**src/rtl/trackball_pkg.sv**
```systemverilog
// trackball_pkg: shared types and constants for the joystick-to-trackball emulator.
package trackball_pkg;
    typedef enum logic [1:0] {IDLE, RAMP, CRUISE} axis_state_e;
    localparam int VEL_W     = 3;
    localparam int POS_W     = 4;
    localparam int JOY_RIGHT = 3;
    localparam int JOY_LEFT  = 2;
    localparam int JOY_DOWN  = 1;
    localparam int JOY_UP    = 0;
endpackage

```
**src/rtl/trackball_axis.sv**
```systemverilog
// trackball_axis: one emulated trackball axis with a velocity ramp and wrapping 4-bit position.
module trackball_axis
    import trackball_pkg::*;
#(
    parameter int ACCEL_TICKS = 32,
    parameter int START_SPEED = 1,
    parameter int MAX_SPEED   = 4
) (
    input  logic             clk_12,
    input  logic             reset,
    input  logic             tick,
    input  logic             pos_req,
    input  logic             neg_req,
    output logic [POS_W-1:0] position,
    output logic             dir
);
    localparam int ACC_W = ACCEL_TICKS > 1 ? $clog2(ACCEL_TICKS) : 1;
    axis_state_e      state_q, state_d;
    logic [VEL_W-1:0] vel_q, vel_d;
    logic [ACC_W-1:0] acc_q, acc_d;
    logic [POS_W-1:0] pos_q, pos_d;
    logic             dir_q, dir_d;
    logic             active, acc_last;
    assign active   = pos_req ^ neg_req;
    assign acc_last = acc_q == ACC_W'(ACCEL_TICKS - 1);
    assign position = pos_q;
    assign dir      = dir_q;
    always_ff @(posedge clk_12) begin
        if (reset) begin
            state_q <= IDLE;
            vel_q   <= '0;
            acc_q   <= '0;
            pos_q   <= '0;
            dir_q   <= 1'b0;
        end else begin
            state_q <= state_d;
            vel_q   <= vel_d;
            acc_q   <= acc_d;
            pos_q   <= pos_d;
            dir_q   <= dir_d;
        end
    end
    // A fresh press and a reversal both restart the ramp in the requested direction.
    always_comb begin
        state_d = state_q;
        vel_d   = vel_q;
        acc_d   = acc_q;
        dir_d   = dir_q;
        if (tick) begin
            if (!active) begin
                state_d = IDLE;
                vel_d   = '0;
                acc_d   = '0;
            end else if (state_q == IDLE || neg_req != dir_q) begin
                state_d = START_SPEED == MAX_SPEED ? CRUISE : RAMP;
                vel_d   = VEL_W'(START_SPEED);
                acc_d   = '0;
                dir_d   = neg_req;
            end else if (state_q == RAMP) begin
                vel_d   = acc_last ? vel_q + VEL_W'(1) : vel_q;
                acc_d   = acc_last ? '0 : acc_q + ACC_W'(1);
                state_d = vel_d == VEL_W'(MAX_SPEED) ? CRUISE : RAMP;
            end
        end
    end
    always_comb begin
        pos_d = pos_q;
        if (tick && state_d != IDLE)
            pos_d = dir_d ? pos_q - POS_W'(vel_d) : pos_q + POS_W'(vel_d);
    end
endmodule

```
**src/rtl/trackball_emu.sv**
```systemverilog
// trackball_emu: turns the 8-way joystick into emulated trackball counts for the core.
module trackball_emu
    import trackball_pkg::*;
#(
    parameter int TICK_DIV    = 12000,
    parameter int ACCEL_TICKS = 32,
    parameter int START_SPEED = 1,
    parameter int MAX_SPEED   = 4
) (
    input  logic       clk_12,
    input  logic       reset,
    input  logic       pause,
    input  logic [3:0] joystick_n,
    output logic [7:0] trakball_o,
    output logic [1:0] dir_o,
    output logic       tick_o
);
    localparam int CNT_W = TICK_DIV > 1 ? $clog2(TICK_DIV) : 1;
    localparam logic [CNT_W-1:0] CNT_LAST = CNT_W'(TICK_DIV - 1);
    logic [CNT_W-1:0] cnt_q, cnt_d;
    logic [3:0]       joy_q;
    logic [POS_W-1:0] h_pos, v_pos;
    logic             h_dir, v_dir;
    assign tick_o     = !pause && cnt_q == CNT_LAST;
    assign cnt_d      = pause ? cnt_q : (cnt_q == CNT_LAST ? '0 : cnt_q + CNT_W'(1));
    assign trakball_o = {h_pos, v_pos};
    assign dir_o      = {h_dir, v_dir};
    always_ff @(posedge clk_12) begin
        if (reset) begin
            joy_q <= '0;
            cnt_q <= '0;
        end else begin
            joy_q <= ~joystick_n;
            cnt_q <= cnt_d;
        end
    end
    trackball_axis #(.ACCEL_TICKS(ACCEL_TICKS), .START_SPEED(START_SPEED), .MAX_SPEED(MAX_SPEED)) u_h (
        .clk_12   (clk_12),
        .reset    (reset),
        .tick     (tick_o),
        .pos_req  (joy_q[JOY_RIGHT]),
        .neg_req  (joy_q[JOY_LEFT]),
        .position (h_pos),
        .dir      (h_dir)
    );
    trackball_axis #(.ACCEL_TICKS(ACCEL_TICKS), .START_SPEED(START_SPEED), .MAX_SPEED(MAX_SPEED)) u_v (
        .clk_12   (clk_12),
        .reset    (reset),
        .tick     (tick_o),
        .pos_req  (joy_q[JOY_DOWN]),
        .neg_req  (joy_q[JOY_UP]),
        .position (v_pos),
        .dir      (v_dir)
    );
endmodule

```
**config.mk**
```make
export PLATFORM = sky130hd
export DESIGN_NAME = trackball_emu
export DESIGN_NICKNAME = d
export VERILOG_FILES = /design/src/rtl/trackball_pkg.sv /design/src/rtl/trackball_axis.sv /design/src/rtl/trackball_emu.sv
export SDC_FILE = /design/constraint.sdc
export NUM_CORES = 1
export LEC_CHECK = 0
export CAP_MARGIN = 20
export CORE_AREA = 2 2 102 104
export CTS_CLUSTER_SIZE = 16
export DETAILED_ROUTE_END_ITERATION = 8
export DIE_AREA = 0 0 104 106
export DONT_BUFFER_PORTS = 1
export PLACE_DENSITY_LB_ADDON = 0.3
export SYNTH_ARGS = -nofsm -noshare
export SYNTH_HDL_FRONTEND = slang
export SYNTH_SLANG_ARGS = --single-unit
```
**constraint.sdc**
```tcl
create_clock -name clk_12 -period 6 [get_ports clk_12]
set_input_delay 1.8 -clock clk_12 [delete_from_list [all_inputs] [get_ports clk_12]]
set_output_delay 1.8 -clock clk_12 [all_outputs]
set_load 0.005 [all_outputs]
```
======== Yosys cells after proc, flatten, opt, wreduce, memory -nomap -nowiden ========
Cells that the tools add are included.
storage, ports and cells
  flip-flop bits (word level) ............. 48
  bits in read-only memories .............. 0
  bits in writable memories ............... 0
  memories ................................ 0
  latch bits .............................. 0
cells by class
  equal/unequal tests ..................... 11
  divide/modulo/power cells ............... 0
  reductions and logical operators ........ 12
  $add $sub $neg .......................... 9
  $lt $le $gt $ge ......................... 0
  multiply operators ...................... 0
  bitwise logic cells ..................... 3
  mux-type cells .......................... 37
  shift-type cells ........................ 0
operator list
  operator                 count
  $mux W5                  8
  $mux W3                  10
  $mux W2                  10
  $add A14 B1 Y14 const B  1
  $eq A14 B14 Y1 const B   1
  $mux W14                 1
  $add A5 B1 Y5 const B    2
  $eq A5 B5 Y1 const B     2
  $add A4 B3 Y4            2
  $mux W4                  2
  $sub A4 B3 Y4            2
  $add A3 B1 Y3 const B    2
  $eq A3 B3 Y1 const B     2
  $mux W1                  6
  $ne A3 B3 Y1 const B     2
  $eq A2 B1 Y1 const B     2
  $logic_not A2 Y1         2
  $not A4 Y4               1
  $reduce_and A2 Y1        2
  $reduce_bool A2 Y1       2
  $logic_and A1 B1 Y1      3
  $logic_or A1 B1 Y1       2
  $ne A1 B1 Y1             2
  $xor A1 B1 Y1            2
  $logic_not A1 Y1         1

======== Depth between registers and ports, before layout ========
Gate-level depths: netlist of run 1.
  word-level depth ........................ 10
  gate-level depth with buffers ........... 18
  gate-level depth less buffers ........... 17

======== Modules after synthesis ========
Synthesis of run 1 repeated with hierarchy kept, for this count alone.
second synthesis, totals
  cells, all modules ...................... 327
  area, all modules ....................... 2,890.3 µm²
modules (own cells, without submodules)
  module          instances  area each (µm²)  cells an instance
  trackball_axis  2          1,063.5          122
  trackball_emu   1          763.2            83

======== Least setup slack after synthesis of run 1 ========
No wires, ideal clock.
  path type ............................... input-to-reg
  from .................................... input port pause
  to ...................................... register u_v.pos_q[3] (netlist: u_v.position[3])
  setup time .............................. 0.079 ns
  cell stages on the path ................. 16
  setup slack ............................. 1.010 ns
  path buffers ............................ 1
  arrival ................................. 4.911 ns
  required time ........................... 5.921 ns
  cells stage by stage .................... nand4b_1 or4_4 clkinv_4 buf_6 nand3_1 o21ai_0 inv_1 ha_1 mux2i_1 ha_1 nor2b_1 o21ai_0 nand2b_1 or4_1 a211o_1 o211ai_1
on the way
  word-level cells in the longest chain between the ends .. 5
  elaborated cells between the ends (all ways) .. 10
  those cells by class .................... 2 x add/sub; 4 x mux; 4 x reduce/logical
ends and longest elaborated chain
  what                                            line                                        RTL
  from (decl)                                     trackball_emu.sv:12                         input logic pause,
  $logic_not A1 Y1 *                              trackball_emu.sv:24                         assign tick_o = !pause && cnt_q == CNT_LAST;
  $logic_and A1 B1 Y1 *                           trackball_emu.sv:24
  $mux W3 or $mux W2 (tied branches)              trackball_axis.sv:49                        if (tick) begin
  $add A4 B3 Y4, or another cell as far along     trackball_axis.sv:69                        pos_d = dir_d ? pos_q - POS_W'(vel_d) : pos_q + POS_W'(vel_d);
  $mux W4 or $logic_and A1 B1 Y1 (tied branches)  trackball_axis.sv:69, trackball_axis.sv:68
  to (signal assigned)                            trackball_axis.sv:39                        pos_q <= pos_d;
  to (decl)                                       trackball_axis.sv:21                        logic [POS_W-1:0] pos_q, pos_d;
Mark *: on every way between the ends. The rest lies on a longest branch, timed or not.
A chain may end at the register's enable or synchronous reset.

======== Final worst setup path of run 1 ========
  from .................................... input port pause
  to ...................................... register u_v.pos_q[3] (netlist: u_v.position[3])
on the way
  word-level cells in the longest chain between the ends .. 5
  elaborated cells between the ends (all ways) .. 10
  those cells by class .................... 2 x add/sub; 4 x mux; 4 x reduce/logical
ends and longest elaborated chain
  what                                            line                                        RTL
  $logic_not A1 Y1 *                              trackball_emu.sv:24
  $logic_and A1 B1 Y1 *                           trackball_emu.sv:24
  via tick_o                                      trackball_emu.sv:16                         output logic tick_o
  $mux W3 or $mux W2 (tied branches)              trackball_axis.sv:49
  $add A4 B3 Y4, or another cell as far along     trackball_axis.sv:69
  $mux W4 or $logic_and A1 B1 Y1 (tied branches)  trackball_axis.sv:69, trackball_axis.sv:68
The timed path passes the listed nets; every way through them passes the cells marked *.

==> run_results.csv, run 1 <==
group,metric,value,unit
status,status,"finished clean",
floorplan,core_area,0.01000,mm²
floorplan,ioPinCount,18,
min_path,hold_depth,2,
placed_design,dp_hpwl,4250,µm
floorplan,start_util,0.2915,
setup_path,cp.arrival,5420,ps
power_and_ir_drop,p_total,569.4,µW
setup_path,crit_type,"primary input to flop",
clock_tree,clock-sinks,48,
power_and_ir_drop,leakagePower,0.001119,µW
setup_path,crit_family,"simple AND/OR/NAND/NOR gates",
logic_synthesis,synth_edf_count,0,
logic_synthesis,synth.most_common_cell,"nor2_1",
floorplan,die_area,0.01102,mm²
sta,finalSetupViolCount,0,
logic_synthesis,syn_area,0.002915,mm²
sta,fmax,0.1925,GHz
clock_tree,clockBufferDepth,2,
layout,final_nets,360,
floorplan,die_h,106,µm
drt,drt-initial-drc-count,75,
clock_tree,clock_latency,290,ps
power_and_ir_drop,power_density,184.1,mW/mm²
setup_path,worstPathCellList,"nand4b_1, or4_4, clkinv_4, nand3_1, o21ai_0, inv_1, ha_1, mux2i_1, ha_1, nor2b_1, o21ai_0, nand2b_1, or4_1, a211o_1, o211ai_1",
global_routing,grt_max_degree,39,
clock_tree,post-cts-setup-buffers,0,
layout,stdcell_area,0.003093,mm²
setup_path,slowest_delay,720,ps
sta,slew_headroom,0.5671,
floorplan,row_count,37,
logic_synthesis,yosysWarnings,0,
global_routing,grt_overflow,0,
setup_path,path_buf_inv,2,
clock_tree,cts-buffers-inserted,5,
placed_design,place.gp.congestion,0.7748,
drt,routed_wl,5910,µm
setup_path,cp_max_fo,23,
setup_path,reg2reg_from,"cnt_q[0]$_SDFFE_PP0N_",
sta,setup_tns,0,ps
logic_synthesis,synth_nets,371,
logic_synthesis,async_flop_share,0,
min_path,min_to,"u_v.acc_q[4]$_SDFFE_PP0P_",
floorplan,die_w,104,µm
min_path,hold_start,"u_v.acc_q[4]$_SDFFE_PP0P_",
setup_path,r2r-end,"u_v.position[3]$_SDFFE_PP0P_",
setup_path,start_kind,"primary input",
drt,viasPerCell,4.977,
global_routing,grt.total_usage,0.1094,
logic_synthesis,syn_area_per_cell,8.450,µm²
logic_synthesis,ys.flop_type,"dfxtp_1",
global_routing,grt_pass1_vias,2225,
logic_synthesis,synth_commonest_cells,"54 x nor2_1, 48 x dfxtp_1, 20 x nand2_1",
layout,antennaDiodeCount,0,
clock_tree,clkTransAtPathRegs,90,ps
logic_synthesis,yosysTopAreaCellShare,0.3296,
clock_tree,cts_tree,"built",
drt,ant_nets,0,
setup_path,critical-path-slowest-cell,"or4_4",
placed_design,placed_cell_area,0.002985,mm²
global_routing,grt_pass1_wl,10170,µm
setup_path,r2r_cells,16,
drt,wire_per_inst,12.55,µm
setup_path,worstPathRequired,6220,ps
global_routing,antenna_found_initial,0,
sta,finalCriticalPeriod,5194,ps
layout,area_growth,6.095,%
layout,drive_gt1_frac,0.06567,
clock_tree,postCtsHoldBufs,0,
logic_synthesis,synth_cell_type_count,62,
setup_path,reg2reg_slack,1860,ps
placed_design,port_buffers,0,
drt,drc_errors,0,
drt,vias,2344,
clock_tree,htree_levels,2,
logic_synthesis,synth_area_leaders,"dfxtp_1 33%, ha_1 7.3%, nor2_1 7.0%",
sta,tightest_slew,633.0,ps
sta,fin_crit_sh,0.8656,
power_and_ir_drop,ir_worst_vdd,0.0001116,V
sta,fin_skew,5.277,ps
logic_synthesis,netlist_instances,345,
sta,final-hold-violation-count,0,
clock_tree,cts-root-buf,"clkbuf_8",
clock_tree,cts_resized,0,
setup_path,critPathCaptureType,"flop",
logic_synthesis,yosysSeqAreaShare,0.3296,
logic_synthesis,ys_ff_latch,48,
min_path,min_path_type,"flop to flop",
drt,firstDrtPassIters,4,
job,maxCapViolations,0,
sta,slew_violations,0,
sta,rsz0062_at_grt,"no",
logic_synthesis,yosysTopAreaCell,"dfxtp_1",
per-layer routing:
metal / global-route usage / share of wire / up-vias
met5: 0 / 0 / -
met4: 0.02896 / 0.010 / 0
met3: 0.02882 / 0.044 / 6
met2: 0.1833 / 0.45 / 31
met1: 0.1396 / 0.49 / 1111
li1: - / - / 1196
where the power goes:
part | switching, µW | leakage, µW | internal, µW | total [µW]
registers | 4.19 | 0.000388 | 321 | 325
clock network | 108 | 0.0000552 | 124 | 232
logic | 5.89 | 0.000675 | 6.54 | 12.4
total | 118 | 0.00112 | 452 | 569
how the worst max path moves through the flow:
stage / startpoint / endpoint / slack, ps / depth (start not counted)
final: pause / u_v.position[3]$_SDFFE_PP0P_ / 810 / 15
after global placement: pause / u_v.position[3]$_SDFFE_PP0P_ / 610 / 15
after CTS: pause / u_v.position[3]$_SDFFE_PP0P_ / 810 / 15
after global routing: pause / u_v.position[3]$_SDFFE_PP0P_ / 620 / 15
after detailed placement: pause / u_v.position[3]$_SDFFE_PP0P_ / 520 / 15
after floorplan: pause / u_v.position[3]$_SDFFE_PP0P_ / 1010 / 16
layout make-up:
type / instances / area (µm²)
clock buffers: 6 / 72.57
multi-input cells: 267 / 1804
inverters: 12 / 50.05
well taps: 136 / 170.2
flip-flops and latches: 48 / 960.9
fillers: 1099 / 6907
clock inverters: 2 / 35.03
cells by family (layout without fill, tap and decap cells):
kind of cell    after synthesis  count (layout)  share of synthesized area
compound gates               78              78                     0.1888
xor+xnor                     25              25                    0.07511
fa+ha+maj                    19              19                    0.08669
buf+inv                      30              20                    0.05150
flops                        48              48                     0.3296
mux                           7               7                    0.02489
simple gates                138             138                     0.2434
layout by cell type (no fill, tap or decap), types with 7 or more instances in the layout:
| cell | Yosys | final |
|---|---|---|
| a21oi_1 | 18 | 18 |
| o21ai_0 | 13 | 13 |
| ha_1 | 17 | 17 |
| nor2b_1 | 11 | 11 |
| a22oi_1 | 7 | 7 |
| nand2_1 | 20 | 20 |
| inv_1 | 11 | 11 |
| dfxtp_1 | 48 | 48 |
| xor2_1 | 12 | 12 |
| nand3_1 | 10 | 10 |
| a211oi_1 | 7 | 7 |
| nor2_1 | 54 | 54 |
| xnor2_1 | 13 | 13 |
through the flow:
stage | std cells | hold slack (ps) | util | setup slack (ps)
after global placement | 463 | 469.3 | 0.2985 | 611.2
after CTS | 471 | 487.5 | 0.3093 | 813.2
after global routing | 471 | 517.0 | 0.3093 | 622.1
final | 471 | 481.3 | 0.3093 | 806.2
after floorplan | 345 | 453.5 | - | 1010
after detailed placement | 463 | 470.7 | 0.2985 | 518.4
sequential cells by signal, indices dropped and copies added (netlist names):
register / count
cnt_q: 14
joy_q: 4
u_h.acc_q: 5
u_h.dir: 1
u_h.position: 4
u_h.state_q: 2
u_h.vel_q: 3
u_v.acc_q: 5
u_v.dir: 1
u_v.position: 4
u_v.state_q: 2
u_v.vel_q: 3
tightest hold or removal path, cell delays in order (launching register included):
cell and delay (ps):
dfxtp_1 340, nand2_1 60, a21oi_1 50
No activity file was read; power rests on OpenSTA's default activity.
==> inputs of run 2 (changes only) <==
RECOVER_POWER = 50   (was unset)
==> run 2 against run 1 <==
Compared with the run above: worst setup slack did not move; sequential share of layout area barely moved; core utilization barely moved; critical path type unchanged; maximum frequency did not move; largest cell class unchanged; worst hold slack did not move; combinational power barely moved; final cell count did not move; final area barely moved.
==> run_results.csv, run 2 (same netlist as run 1, synthesis figures left out) <==
group,metric,value,unit
setup_path,critical-path-slowest-cell,"or4_4",
clock_tree,clkTransAtPathRegs,90,ps
setup_path,r2r_cells,16,
setup_path,critPathCaptureType,"flop",
sta,final-hold-violation-count,0,
layout,final_nets,360,
placed_design,detailedPlace.worstSlack,518.4,ps
layout,fillers,1100,
power_and_ir_drop,p_seq_frac,0.571,
setup_path,cp_max_fo,23,
global_routing,grt_max_degree,39,
power_and_ir_drop,combPwrFrac,0.022,
min_path,min_path_type,"flop to flop",
setup_path,cp.arrival,5420,ps
clock_tree,htree_levels,2,
sta,fin_skew,5.277,ps
setup_path,start_kind,"primary input",
sta,fmax,0.1925,GHz
setup_path,crit_type,"primary input to flop",
floorplan,ioPinCount,18,
floorplan,die_area,0.01102,mm²
sta,hold_slack,481.3,ps
layout,regMostFlops,"cnt_q",
drt,routed_wl,5910,µm
sta,rsz0062_at_grt,"no",
clock_tree,cts_tree,"built",
layout,drive_gt1_frac,0.06269,
drt,vias,2344,
placed_design,port_buffers,0,
layout,antennaDiodeCount,0,
setup_path,reg2reg_slack,1860,ps
drt,drc_errors,0,
global_routing,antenna_found_initial,0,
setup_path,r2r-end,"u_v.position[3]$_SDFFE_PP0P_",
status,status,"finished clean",
power_and_ir_drop,power_density,184.2,mW/mm²
setup_path,worstPathRequired,6220,ps
clock_tree,clockBufferDepth,2,
power_and_ir_drop,sw_frac_of_total,0.2070,
floorplan,start_util,0.2915,
min_path,hold_depth,2,
floorplan,core_area,0.01000,mm²
min_path,min_to,"u_v.acc_q[4]$_SDFFE_PP0P_",
job,maxCapViolations,0,
global_routing,grt.total_usage,0.1094,
power_and_ir_drop,leakagePower,0.001119,µW
drt,viasPerCell,4.977,
sta,tightest_slew,633.0,ps
drt,firstDrtPassIters,4,
setup_path,slowest_delay,720,ps
min_path,hold_start,"u_v.acc_q[4]$_SDFFE_PP0P_",
placed_design,dp_hpwl,4250,µm
drt,drt-initial-drc-count,75,
drt,wire_per_inst,12.55,µm
setup_path,path_buf_inv,2,
sta,setup_tns,0,ps
clock_tree,cts_resized,0,
setup_path,worstPathCellList,"nand4b_1, or4_4, clkinv_4, nand3_1, o21ai_0, inv_1, ha_1, mux2i_1, ha_1, nor2b_1, o21ai_0, nand2b_1, or4_1, a211o_1, o211ai_1",
sta,fin_crit_sh,0.8656,
placed_design,placed_cell_area,0.002985,mm²
setup_path,reg2reg_from,"cnt_q[0]$_SDFFE_PP0N_",
global_routing,grt_overflow,0,
clock_tree,clock_latency,290,ps
global_routing,grt_pass1_vias,2225,
clock_tree,postCtsHoldBufs,0,
drt,ant_nets,0,
sta,timing.final.ws_setup,806.2,ps
layout,final_common_cell,"nor2_1",
layout,largest_register_ffs,14,
layout,stdcell_area,0.003092,mm²
layout,area_growth,6.052,%
sta,slew_headroom,0.5671,
global_routing,grt_pass1_wl,10170,µm
clock_tree,cts-buffers-inserted,5,
power_and_ir_drop,ir_worst_vdd,0.0001116,V
floorplan,die_h,106,µm
layout,layout_common_cells,"54 x nor2_1, 48 x dfxtp_1, 20 x nand2_1, 18 x a21oi_1, 17 x ha_1",
placed_design,place.gp.congestion,0.7748,
setup_path,crit_family,"simple AND/OR/NAND/NOR gates",
sta,finalSetupViolCount,0,
floorplan,row_count,37,
clock_tree,cts-root-buf,"clkbuf_8",
clock_tree,clock-sinks,48,
power_and_ir_drop,p_sw,117.9,µW
floorplan,die_w,104,µm
power_and_ir_drop,internal_power,451.6,µW
sta,finalCriticalPeriod,5194,ps
clock_tree,post-cts-setup-buffers,0,
power_and_ir_drop,pwr-share-clk,0.407,
sta,slew_violations,0,
layout,top_regs,"cnt_q x14, u_h.acc_q x5, u_v.acc_q x5",
==> run 2: cell counts in the layout (fill, tap and decap cells not counted) <==
Identical to the previous run, type by type.
==> run 2: cell type report <==
type,instances,area [µm²],area share
inverter,12,50.05,0.01619
sequential,48,960.9,0.3108
clock inverter,2,35.03,0.01133
multi-input combinational,267,1803,0.5832
tap,136,170.2,0.05504
clock buffer,6,72.57,0.02347
==> run 2: power groups by stage <==
| stage | combinational, µW | sequential [µW] | clock, µW |
|---|---|---|---|
| 3_5_place_dp | 12.6 | 333 | 0 |
| 3_3_place_gp | 12.3 | 333 | 0 |
| 2_1_floorplan | 15.6 | 331 | 0 |
| 5_1_grt | 14.4 | 326 | 257 |
| 6_report | 12.4 | 325 | 232 |
| 4_1_cts | 12.7 | 325 | 245 |
==> run 2: metal layers <==
layer  up-vias  part of all wire  global-route usage
met3         6             0.044             0.02882
li1       1196                 -                   -
met2        31              0.45              0.1833
met1      1111              0.49              0.1396
met5         -                 0                   0
met4         0             0.010             0.02896
==> run 2: metrics by stage <==
step	cells	total power, µW	util
after floorplan	345	346.3	-
after global placement	463	345.1	0.2985
after detailed placement	463	345.5	0.2985
after CTS	471	582.7	0.3093
after global routing	471	597.7	0.3092
final	471	569.4	0.3092
==> run 2: worst reg2reg max path, delay by kind of cell (launching register included) <==
family,cells,cell delay (ps)
muxes,1,140
DFF,1,400
buffers and inverters,2,350
and+or+nand+nor,6,1490
AOI/OAI and AO/OA,4,880
adders and majority gates,3,810
==> run 2: worst max path at each step <==
stage | start | cells past startpoint | to | slack (ps)
2_1_floorplan | pause | 16 | u_v.position[3]$_SDFFE_PP0P_ | 1010
3_3_place_gp | pause | 15 | u_v.position[3]$_SDFFE_PP0P_ | 610
3_5_place_dp | pause | 15 | u_v.position[3]$_SDFFE_PP0P_ | 520
4_1_cts | pause | 15 | u_v.position[3]$_SDFFE_PP0P_ | 810
5_1_grt | pause | 15 | u_v.position[3]$_SDFFE_PP0P_ | 620
6_report | pause | 15 | u_v.position[3]$_SDFFE_PP0P_ | 810
